## src/rtl/mult_div_unit_if.sv

```systemverilog
// mult_div_unit_if: control-unit handshake and HI/LO result bus for mult_div_unit.
// The div_zero signal exists only when MD_DIV_ZERO_EN is defined.
interface mult_div_unit_if #(parameter int WIDTH = 32);
   logic             start;
   logic [1:0]       op;
   logic [WIDTH-1:0] a_in;
   logic [WIDTH-1:0] b_in;
   logic             busy;
   logic             done;
   logic [WIDTH-1:0] hi;
   logic [WIDTH-1:0] lo;
`ifdef MD_DIV_ZERO_EN
   logic             div_zero;
   modport master (output start, op, a_in, b_in, input busy, done, hi, lo, div_zero);
   modport slave  (input start, op, a_in, b_in, output busy, done, hi, lo, div_zero);
`else
   modport master (output start, op, a_in, b_in, input busy, done, hi, lo);
   modport slave  (input start, op, a_in, b_in, output busy, done, hi, lo);
`endif
endinterface

```

## src/rtl/mult_div_unit.sv

```systemverilog
// mult_div_unit: iterative radix-2 mult/multu/div/divu producing HI/LO, WIDTH+3 cycle latency.
// Define MD_DIV_ZERO_EN to short-circuit divide by zero with a div_zero flag.
module mult_div_unit #(parameter int WIDTH = 32) (
   input logic clock,
   input logic reset,
   mult_div_unit_if.slave md
);
   localparam int CW = $clog2(WIDTH + 1);
   typedef enum logic [2:0] {IDLE, PREP, ITER, FIX, DONE} state_t;
   state_t             state, state_nx;
   logic [1:0]         op_q;
   logic [WIDTH-1:0]   a_q, b_q, opnd, hi_q, lo_q;
   logic [2*WIDTH-1:0] acc;
   logic [CW-1:0]      cnt;
   logic               neg_lo, neg_hi, is_div, is_sgn, dz_req;
   logic [WIDTH-1:0]   a_mag, b_mag;
   logic [WIDTH:0]     mul_sum, div_trial;
   logic [2*WIDTH-1:0] prod_fix;
   logic [WIDTH-1:0]   quo_fix, rem_fix;

   assign is_div = op_q[1];
   assign is_sgn = ~op_q[0];
   assign a_mag  = (is_sgn && a_q[WIDTH-1]) ? -a_q : a_q;
   assign b_mag  = (is_sgn && b_q[WIDTH-1]) ? -b_q : b_q;
   // acc holds {partial product, multiplier} or {remainder, dividend/quotient}
   assign mul_sum   = {1'b0, acc[2*WIDTH-1:WIDTH]} + (acc[0] ? {1'b0, opnd} : '0);
   assign div_trial = acc[2*WIDTH-1:WIDTH-1] - {1'b0, opnd};
   assign prod_fix  = neg_lo ? -acc : acc;
   assign quo_fix   = neg_lo ? -acc[WIDTH-1:0] : acc[WIDTH-1:0];
   assign rem_fix   = neg_hi ? -acc[2*WIDTH-1:WIDTH] : acc[2*WIDTH-1:WIDTH];

`ifdef MD_DIV_ZERO_EN
   logic dz_q;
   assign dz_req      = md.op[1] && (md.b_in == '0);
   assign md.div_zero = (state == DONE) && dz_q;
`else
   assign dz_req = 1'b0;
`endif

   always_comb begin
      state_nx = state;
      unique case (state)
         IDLE:    state_nx = md.start ? (dz_req ? DONE : PREP) : IDLE;
         PREP:    state_nx = ITER;
         ITER:    state_nx = (cnt == CW'(1)) ? FIX : ITER;
         FIX:     state_nx = DONE;
         default: state_nx = IDLE;
      endcase
   end

   always_ff @(posedge clock or negedge reset) begin
      if (!reset) begin
         state  <= IDLE;
         op_q   <= '0;
         a_q    <= '0;
         b_q    <= '0;
         opnd   <= '0;
         acc    <= '0;
         cnt    <= '0;
         neg_lo <= 1'b0;
         neg_hi <= 1'b0;
         hi_q   <= '0;
         lo_q   <= '0;
`ifdef MD_DIV_ZERO_EN
         dz_q   <= 1'b0;
`endif
      end else begin
         state <= state_nx;
         if (state == IDLE && md.start) begin
            op_q <= md.op;
            a_q  <= md.a_in;
            b_q  <= md.b_in;
`ifdef MD_DIV_ZERO_EN
            dz_q <= dz_req;
`endif
         end
         if (state == PREP) begin
            neg_lo <= is_sgn && (a_q[WIDTH-1] ^ b_q[WIDTH-1]);
            neg_hi <= is_div ? (is_sgn && a_q[WIDTH-1]) : (is_sgn && (a_q[WIDTH-1] ^ b_q[WIDTH-1]));
            acc    <= {{WIDTH{1'b0}}, is_div ? a_mag : b_mag};
            opnd   <= is_div ? b_mag : a_mag;
            cnt    <= CW'(WIDTH);
         end
         if (state == ITER) begin
            cnt <= cnt - CW'(1);
            acc <= !is_div ? {mul_sum, acc[WIDTH-1:1]} :
                   div_trial[WIDTH] ? {acc[2*WIDTH-2:0], 1'b0} :
                   {div_trial[WIDTH-1:0], acc[WIDTH-2:0], 1'b1};
         end
         if (state == FIX) begin
            hi_q <= is_div ? rem_fix : prod_fix[2*WIDTH-1:WIDTH];
            lo_q <= is_div ? quo_fix : prod_fix[WIDTH-1:0];
         end
      end
   end

   assign md.busy = state != IDLE;
   assign md.done = state == DONE;
   assign md.hi   = hi_q;
   assign md.lo   = lo_q;
endmodule
```

## src/flat_wrapper.sv

```systemverilog
// flat-port wrapper written by rule: the top's interface ports become plain ports
module mult_div_unit_flat 
#(parameter int WIDTH = 32)
  (clock, reset, md_start, md_op, md_a_in, md_b_in, md_busy, md_done, md_hi, md_lo);
  mult_div_unit_if #(.WIDTH(WIDTH)) md_i ();
  input logic clock;
  input logic reset;
  input wire logic [$bits(md_i.start)-1:0] md_start;
  input wire logic [$bits(md_i.op)-1:0] md_op;
  input wire logic [$bits(md_i.a_in)-1:0] md_a_in;
  input wire logic [$bits(md_i.b_in)-1:0] md_b_in;
  output wire logic [$bits(md_i.busy)-1:0] md_busy;
  output wire logic [$bits(md_i.done)-1:0] md_done;
  output wire logic [$bits(md_i.hi)-1:0] md_hi;
  output wire logic [$bits(md_i.lo)-1:0] md_lo;
  assign md_i.start = md_start;
  assign md_i.op = md_op;
  assign md_i.a_in = md_a_in;
  assign md_i.b_in = md_b_in;
  assign md_busy = md_i.busy;
  assign md_done = md_i.done;
  assign md_hi = md_i.hi;
  assign md_lo = md_i.lo;
  mult_div_unit #(.WIDTH(WIDTH)) u_core (.clock(clock), .reset(reset), .md(md_i));
endmodule
```

## config.mk

```make
export PLATFORM = sky130hd
export DESIGN_NAME = mult_div_unit_flat
export DESIGN_NICKNAME = d
export VERILOG_FILES = /design/src/rtl/mult_div_unit_if.sv /design/src/rtl/mult_div_unit.sv /design/src/flat_wrapper.sv
export SDC_FILE = /design/constraint.sdc
export NUM_CORES = 1
export LEC_CHECK = 0
export CORE_MARGIN = 3
export CORE_UTILIZATION = 50
export CTS_CLUSTER_DIAMETER = 40
export DETAILED_ROUTE_END_ITERATION = 10
export PLACE_DENSITY = 0.68
export SKIP_CTS_REPAIR_TIMING = 1
export SLEW_MARGIN = 20
export SYNTH_ARGS = -nofsm -noshare
export SYNTH_HDL_FRONTEND = slang
export SYNTH_SLANG_ARGS = --single-unit
```

## constraint.sdc

```tcl
create_clock -name clock -period 4.5 [get_ports clock]
set_clock_uncertainty 0.2 [all_clocks]
set_input_delay 0.45 -clock clock [delete_from_list [all_inputs] [get_ports clock]]
set_output_delay 0.45 -clock clock [all_outputs]
set_load 0.01 [all_outputs]
```

Yosys cells after proc, flatten, opt, wreduce, memory -nomap -nowiden

Cells that the tools add are included.

Bits in registers: 237
Input bits: 69

Add/subtract/negate cells: 8
Equal/unequal tests: 5
Mux-type cells: 20
Bitwise operators: 2
Reduce and logical (&&, ||, !) cells: 7

Operators with widths:

| cell                                                               | number |
|---|---|
| 64-bit 2-to-1 mux                                                  | 5 |
| 32-bit 2-to-1 mux                                                  | 9 |
| 32-bit negation                                                    | 4 |
| 64-bit negation                                                    | 1 |
| 32-bit by 33-bit adder with 33-bit output                          | 1 |
| 33-bit by 32-bit subtractor with 33-bit output                     | 1 |
| 6-bit 2-to-1 mux                                                   | 2 |
| 3-bit one-hot mux with 4 select lines                              | 1 |
| 3-bit by 2-bit == test with 1-bit output, second input constant    | 2 |
| 6-bit by 1-bit == test with 1-bit output, second input constant    | 1 |
| 6-bit by 1-bit subtractor with 6-bit output, second input constant | 1 |
| 1-bit logical AND                                                  | 4 |
| 3-bit by 1-bit == test with 1-bit output, second input constant    | 1 |
| 3-bit == test, second input constant                               | 1 |
| 3-bit logical NOT                                                  | 1 |
| 1-bit 2-to-1 mux                                                   | 3 |
| 3-bit nonzero test                                                 | 1 |
| 2-bit nonzero test                                                 | 1 |
| 1-bit inverter                                                     | 1 |
| 1-bit bitwise XOR                                                  | 1 |

Logic depth before layout (Yosys ltp)

Gate-level depths: netlist of the first run.

Depth after elaboration: 6
Mapped depth: 14

Worst setup path after synthesis of the first run

OpenSTA, ideal clock, no wires.

Path type: register to register
From: register u_core.acc[0]
To: register u_core.acc[55]
Library setup time: 138 ps
Arrival: 2926 ps
Data required time: 4162 ps
Slack: 1236 ps
Cell stages (with the launch flop): 14
Path buffers: 1
Period minus slack after synthesis: 3264 ps
Cell sequence: dfrtp_1 -> inv_1 -> buf_1 -> nor2_1 -> ha_1 -> nand3_1 -> or2_2 -> a211oi_1 -> o211ai_1 -> a21oi_1 -> a21boi_0 -> xnor2_1 -> a222oi_1 -> o21ai_0

Cells in the longest elaborated chain, start to end: 4

Ends and longest elaborated chain:

| what                                      | line                | RTL |
|---|---|---|
| from (decl)                               | mult_div_unit.sv:13 | `logic [2*WIDTH-1:0] acc;` |
| from (signal assigned)                    | mult_div_unit.sv:80 | `acc <= {{WIDTH{1'b0}}, is_div ? a_mag : b_mag};` |
| from (signal assigned)                    | mult_div_unit.sv:86 | `acc <= !is_div ? {mul_sum, acc[WIDTH-1:1]} :` |
| 32-bit 2-to-1 mux                         | mult_div_unit.sv:26 | `assign mul_sum = {1'b0, acc[2*WIDTH-1:WIDTH]} + (acc[0] ? {1'b0, opnd} : '0);` |
| 32-bit by 33-bit adder with 33-bit output | mult_div_unit.sv:26 |  |
| 64-bit 2-to-1 mux                         | mult_div_unit.sv:86 |  |
| 64-bit 2-to-1 mux                         | mult_div_unit.sv:84 | `if (state == ITER) begin` |

Every way passes these cells.
A chain may end at the register's enable or synchronous reset.

Worst setup path after layout of the first run

Ends and elaborated chain as after synthesis.

==> results.md, run 1 <==
- Outcome: completed
- Synth warn: 0
- DR vias: ~15000
- Critical Path Source: u_core.acc[0]$_DFFE_PN0P_
- Synth Area in Adders: 0.0545
- Clock latency on the worst-skew pair: ~0.57 ns
- DR vias/cell: 6.10
- Post-DP Area: 18600 um2
- CTS tree: built
- WHS Path Cells: 3
- Static leakage: roughly 8.6 nW
- Main combinational cell family by area after synthesis: compound AO/OA/AOI/OAI gates
- I/O pin cnt: 135
- CTS Buf Count: 41
- H-tree levels: 2
- Area leader, netlist: dfrtp_1
- Logic pwr share: 0.566
- Crit path kind: register to register
- Critical path endpoint category: register
- Final period util: 0.902
- Initial antenna violation count: 0
- Slew HR: 0.322
- GR peak layer: met2
- Pint: a little over 9 mW
- Maximum VDD drop: 0.720 mV
- Number of flops mapped to enable cells by yosys: 0
- Post-synthesis xor/xnor area fraction: 0.0891
- Peak Freq: 0.246 GHz
- Grt met3 use: 0.0457
- Clock Sinks: between 200 and 250
- Ys async rst share: 1.00
- First-pass GRT wire length: roughly 83000 um
- RSZ-0062 raised after global routing: false
- Gate count of the mapped netlist: between 1500 and 2000
- Crit path time final: 4.06 ns
- Worst Hold Class: primary input to register
- FF-to-FF path depth: 12
- Chip height: between 150 and 200 um
- CORE AREA: 32900 um2
- WL/cell: 21.0 um
- Commonest cells post-synth: 237 x dfrtp_1, 235 x nand2_1, 220 x o21ai_0
- Drt pass-1 iters: 5
- Deepest clock path buffer count: 3
- Setup violators final: 0
- Worst-Margin Slew: 1.01 ns
- Antenna cell count: 0
- Max-slew violation count: 0
- Design area: 20000 um2
- Row count: 66
- Syn nets: 2105
- Clk slew on worst S/H paths: 0.06 ns
- Mapped cell area: 16800 um2
- Mux share of post-synthesis cell area: 0.0728
- Root Driver: clkbuf_16
- Sequential power share: 0.248
- Reported max-cap violation count: 0
- I/O Buffers: between 100 and 150
- DRT antenna net count: 0
- PD cells: 879 nW/um2
- Largest net degree at the start of global routing: approximately 130
- Initial Utilization: 0.512
- CP arrival: 4.27 ns
- Clk pwr share: 0.186
- Top FF cell, synth: dfrtp_1
- GRT Residual Overflow: 0
- RR Startpoint: u_core.acc[0]$_DFFE_PN0P_
- NetSw: 8.39 mW
- Most common cell in the netlist: dfrtp_1
- Setup TNS: 0 ns
- Final hold violation count: 0
- Worst Setup Start Kind: register
- Top cells by area, synth: dfrtp_1 35%, o21ai_0 6.5%, nand2_1 5.2%
- Pwr Total: between 15 and 20 mW
- R2R setup slack: ~0.44 ns
- Detailed placement HPWL: approximately 39000 um
- Die Area: 35900 um2
- Critical path capture point: u_core.acc[55]$_DFFE_PN0P_
- Post-synthesis sequential area ratio: 0.353
- Yosys cell types: 80
- Share of layout cells above drive strength 1: 0.0990
- Die Width: 189 um
- Reg-to-Reg End: u_core.acc[55]$_DFFE_PN0P_
- Total length of routed wires: between 50000 and 60000 um
- Yosys top cell area share: 0.353
- GR Util All Layers: 0.292
- Final #Nets: 2199
- Fillers: ~2900
- Syn Area/Cell: between 8 and 9 um2
- Yosys reg bits: 237
- GP Congestion: between 0.9 and 1
- Post-Synth Simple-Gate Area: 0.167
- Compound-Gate Fraction of Synth Area: 0.222
- Met1 usage: 0.416
- Sw Ratio: 0.477
- DRT iter0 DRCs: 1416
- Vias in the first global route: 14800
- Required @ worst endpoint: 4.71 ns
- Crit path max fanout: 16
- DRC Markers: 0
- Area Growth Syn to Fin: 19.1%
- Met2 GRT Util: 0.455
==> state kept, by name (all words and copies together), names as in the netlist, 3 cells and up <==
register      flops
u_core.md.hi     32
u_core.acc       64
u_core.state      3
u_core.md.lo     32
u_core.cnt        6
u_core.a_q       32
u_core.b_q       32
u_core.opnd      32
==> cell usage in the layout (no fill, tap or decap), types with 6 or more instances in the layout <==
cell	netlist	layout
a31oi_1	12	12
nand2_1	235	235
xor2_1	86	86
o31ai_1	20	20
o221ai_1	29	29
nor3_1	34	34
or3_1	21	21
or4_1	13	13
nand4_1	6	6
o211ai_1	27	27
and3_1	9	9
and2_1	17	17
nor4_1	12	12
ha_1	70	70
clkdlybuf4s50_1	0	133
dfrtp_1	237	236
mux2i_1	56	56
buf_4	1	35
o41ai_1	14	14
inv_1	61	61
a221o_1	7	7
clkinvlp_4	0	6
nand3_1	28	28
nand2b_1	22	22
nor2b_1	20	19
xnor2_1	85	85
a21o_1	35	35
a22oi_1	22	22
o21a_1	9	9
a211o_1	8	8
mux2_2	59	59
a21oi_1	119	119
nor2_1	141	138
or2_2	8	8
clkbuf_16	0	41
o21ai_0	220	220
a211oi_1	14	14
==> metrics by stage <==
| step | hold slack, ns | utilization | setup WS (ns) | cells |
|---|---|---|---|---|
| floorplan | -0.0456 | - | 1.24 | 1964 |
| finish | 0.258 | 0.609 | 0.440 | 2532 |
| global placement | 0.262 | 0.565 | 0.568 | 2456 |
| global route | 0.273 | 0.609 | 0.167 | 2532 |
| detailed placement | 0.269 | 0.565 | 0.558 | 2456 |
| CTS | -0.167 | 0.609 | 0.523 | 2531 |
==> kinds of logic (layout without fill, tap and decap cells) <==
| family | after synthesis | in the layout |
|---|---|---|
| compound gates | 594 | 594 |
| simple gates | 594 | 594 |
| flops | 237 | 237 |
| buf+inv | 181 | 307 |
| xor+xnor | 171 | 171 |
| mux | 115 | 115 |
| fa+ha+maj | 72 | 72 |
==> power groups by stage <==
stage | sequential [mW] | clock [mW] | combinational [mW]
after floorplan | 3.94 | 0 | 6.97
after global placement | 4.31 | 0 | 9.67
after detailed placement | 4.36 | 0 | 9.78
after CTS | 4.32 | 3.31 | 9.83
after global routing | 4.49 | 3.41 | 10.9
final | 4.37 | 3.27 | 9.95
==> critical path, stage by stage (launching register included) <==
cell and delay, ns:
dfrtp_1 0.43, inv_1 0.44, nor2_1 0.11, ha_1 0.40, nand3_1 0.11, or2_2 0.31
a211oi_1 0.50, o211ai_1 0.22, a21oi_1 0.38, a21boi_0 0.19, xnor2_1 0.17, a222oi_1 0.31
o21ai_0 0.14
==> final cells by class <==
cell class / count / area (um2) / share of cell area
Multi-Input combinational cell: 1546 / 10200 / 0.510
Sequential cell: 237 / 5930 / 0.296
Timing Repair Buffer: 171 / 1640 / 0.0818
Clock buffer: 46 / 1060 / 0.0532
Tap cell: 442 / 553 / 0.0276
Clock inverter: 29 / 387 / 0.0193
Inverter: 61 / 229 / 0.0114
==> metal layers <==
| metal | vias up | part of all wire |
|---|---|---|
| met1 | 7432 | 0.45 |
| li1 | 7252 | - |
| met2 | 624 | 0.44 |
| met4 | 0 | 0.032 |
| met5 | - | 0 |
| met3 | 127 | 0.071 |
==> worst min path at each step <==
| stage | from | endpoint | slack [ns] |
|---|---|---|---|
| 6_report | md_a_in[23] | u_core.a_q[23]$_DFFE_PN0P_ | 0.26 |
| 5_1_grt | md_a_in[23] | u_core.a_q[23]$_DFFE_PN0P_ | 0.27 |
| 4_1_cts | reset | u_core.md.lo[16]$_DFFE_PN0P_ | -0.17 |
| 3_5_place_dp | u_core.md.hi[12]$_DFFE_PN0P_ | u_core.md.hi[12]$_DFFE_PN0P_ | 0.27 |
| 3_3_place_gp | u_core.md.hi[5]$_DFFE_PN0P_ | u_core.md.hi[5]$_DFFE_PN0P_ | 0.26 |
| 2_1_floorplan | reset | u_core.a_q[0]$_DFFE_PN0P_ | -0.05 |
No activity file was read; power rests on OpenSTA's default activity.
==> inputs of run 2 (changes only) <==
Settings changed: CTS_CLUSTER_SIZE from default to 28.
==> results of run 2 <==
Same layout as run 1: the final DEF is identical, and so are final timing and power.
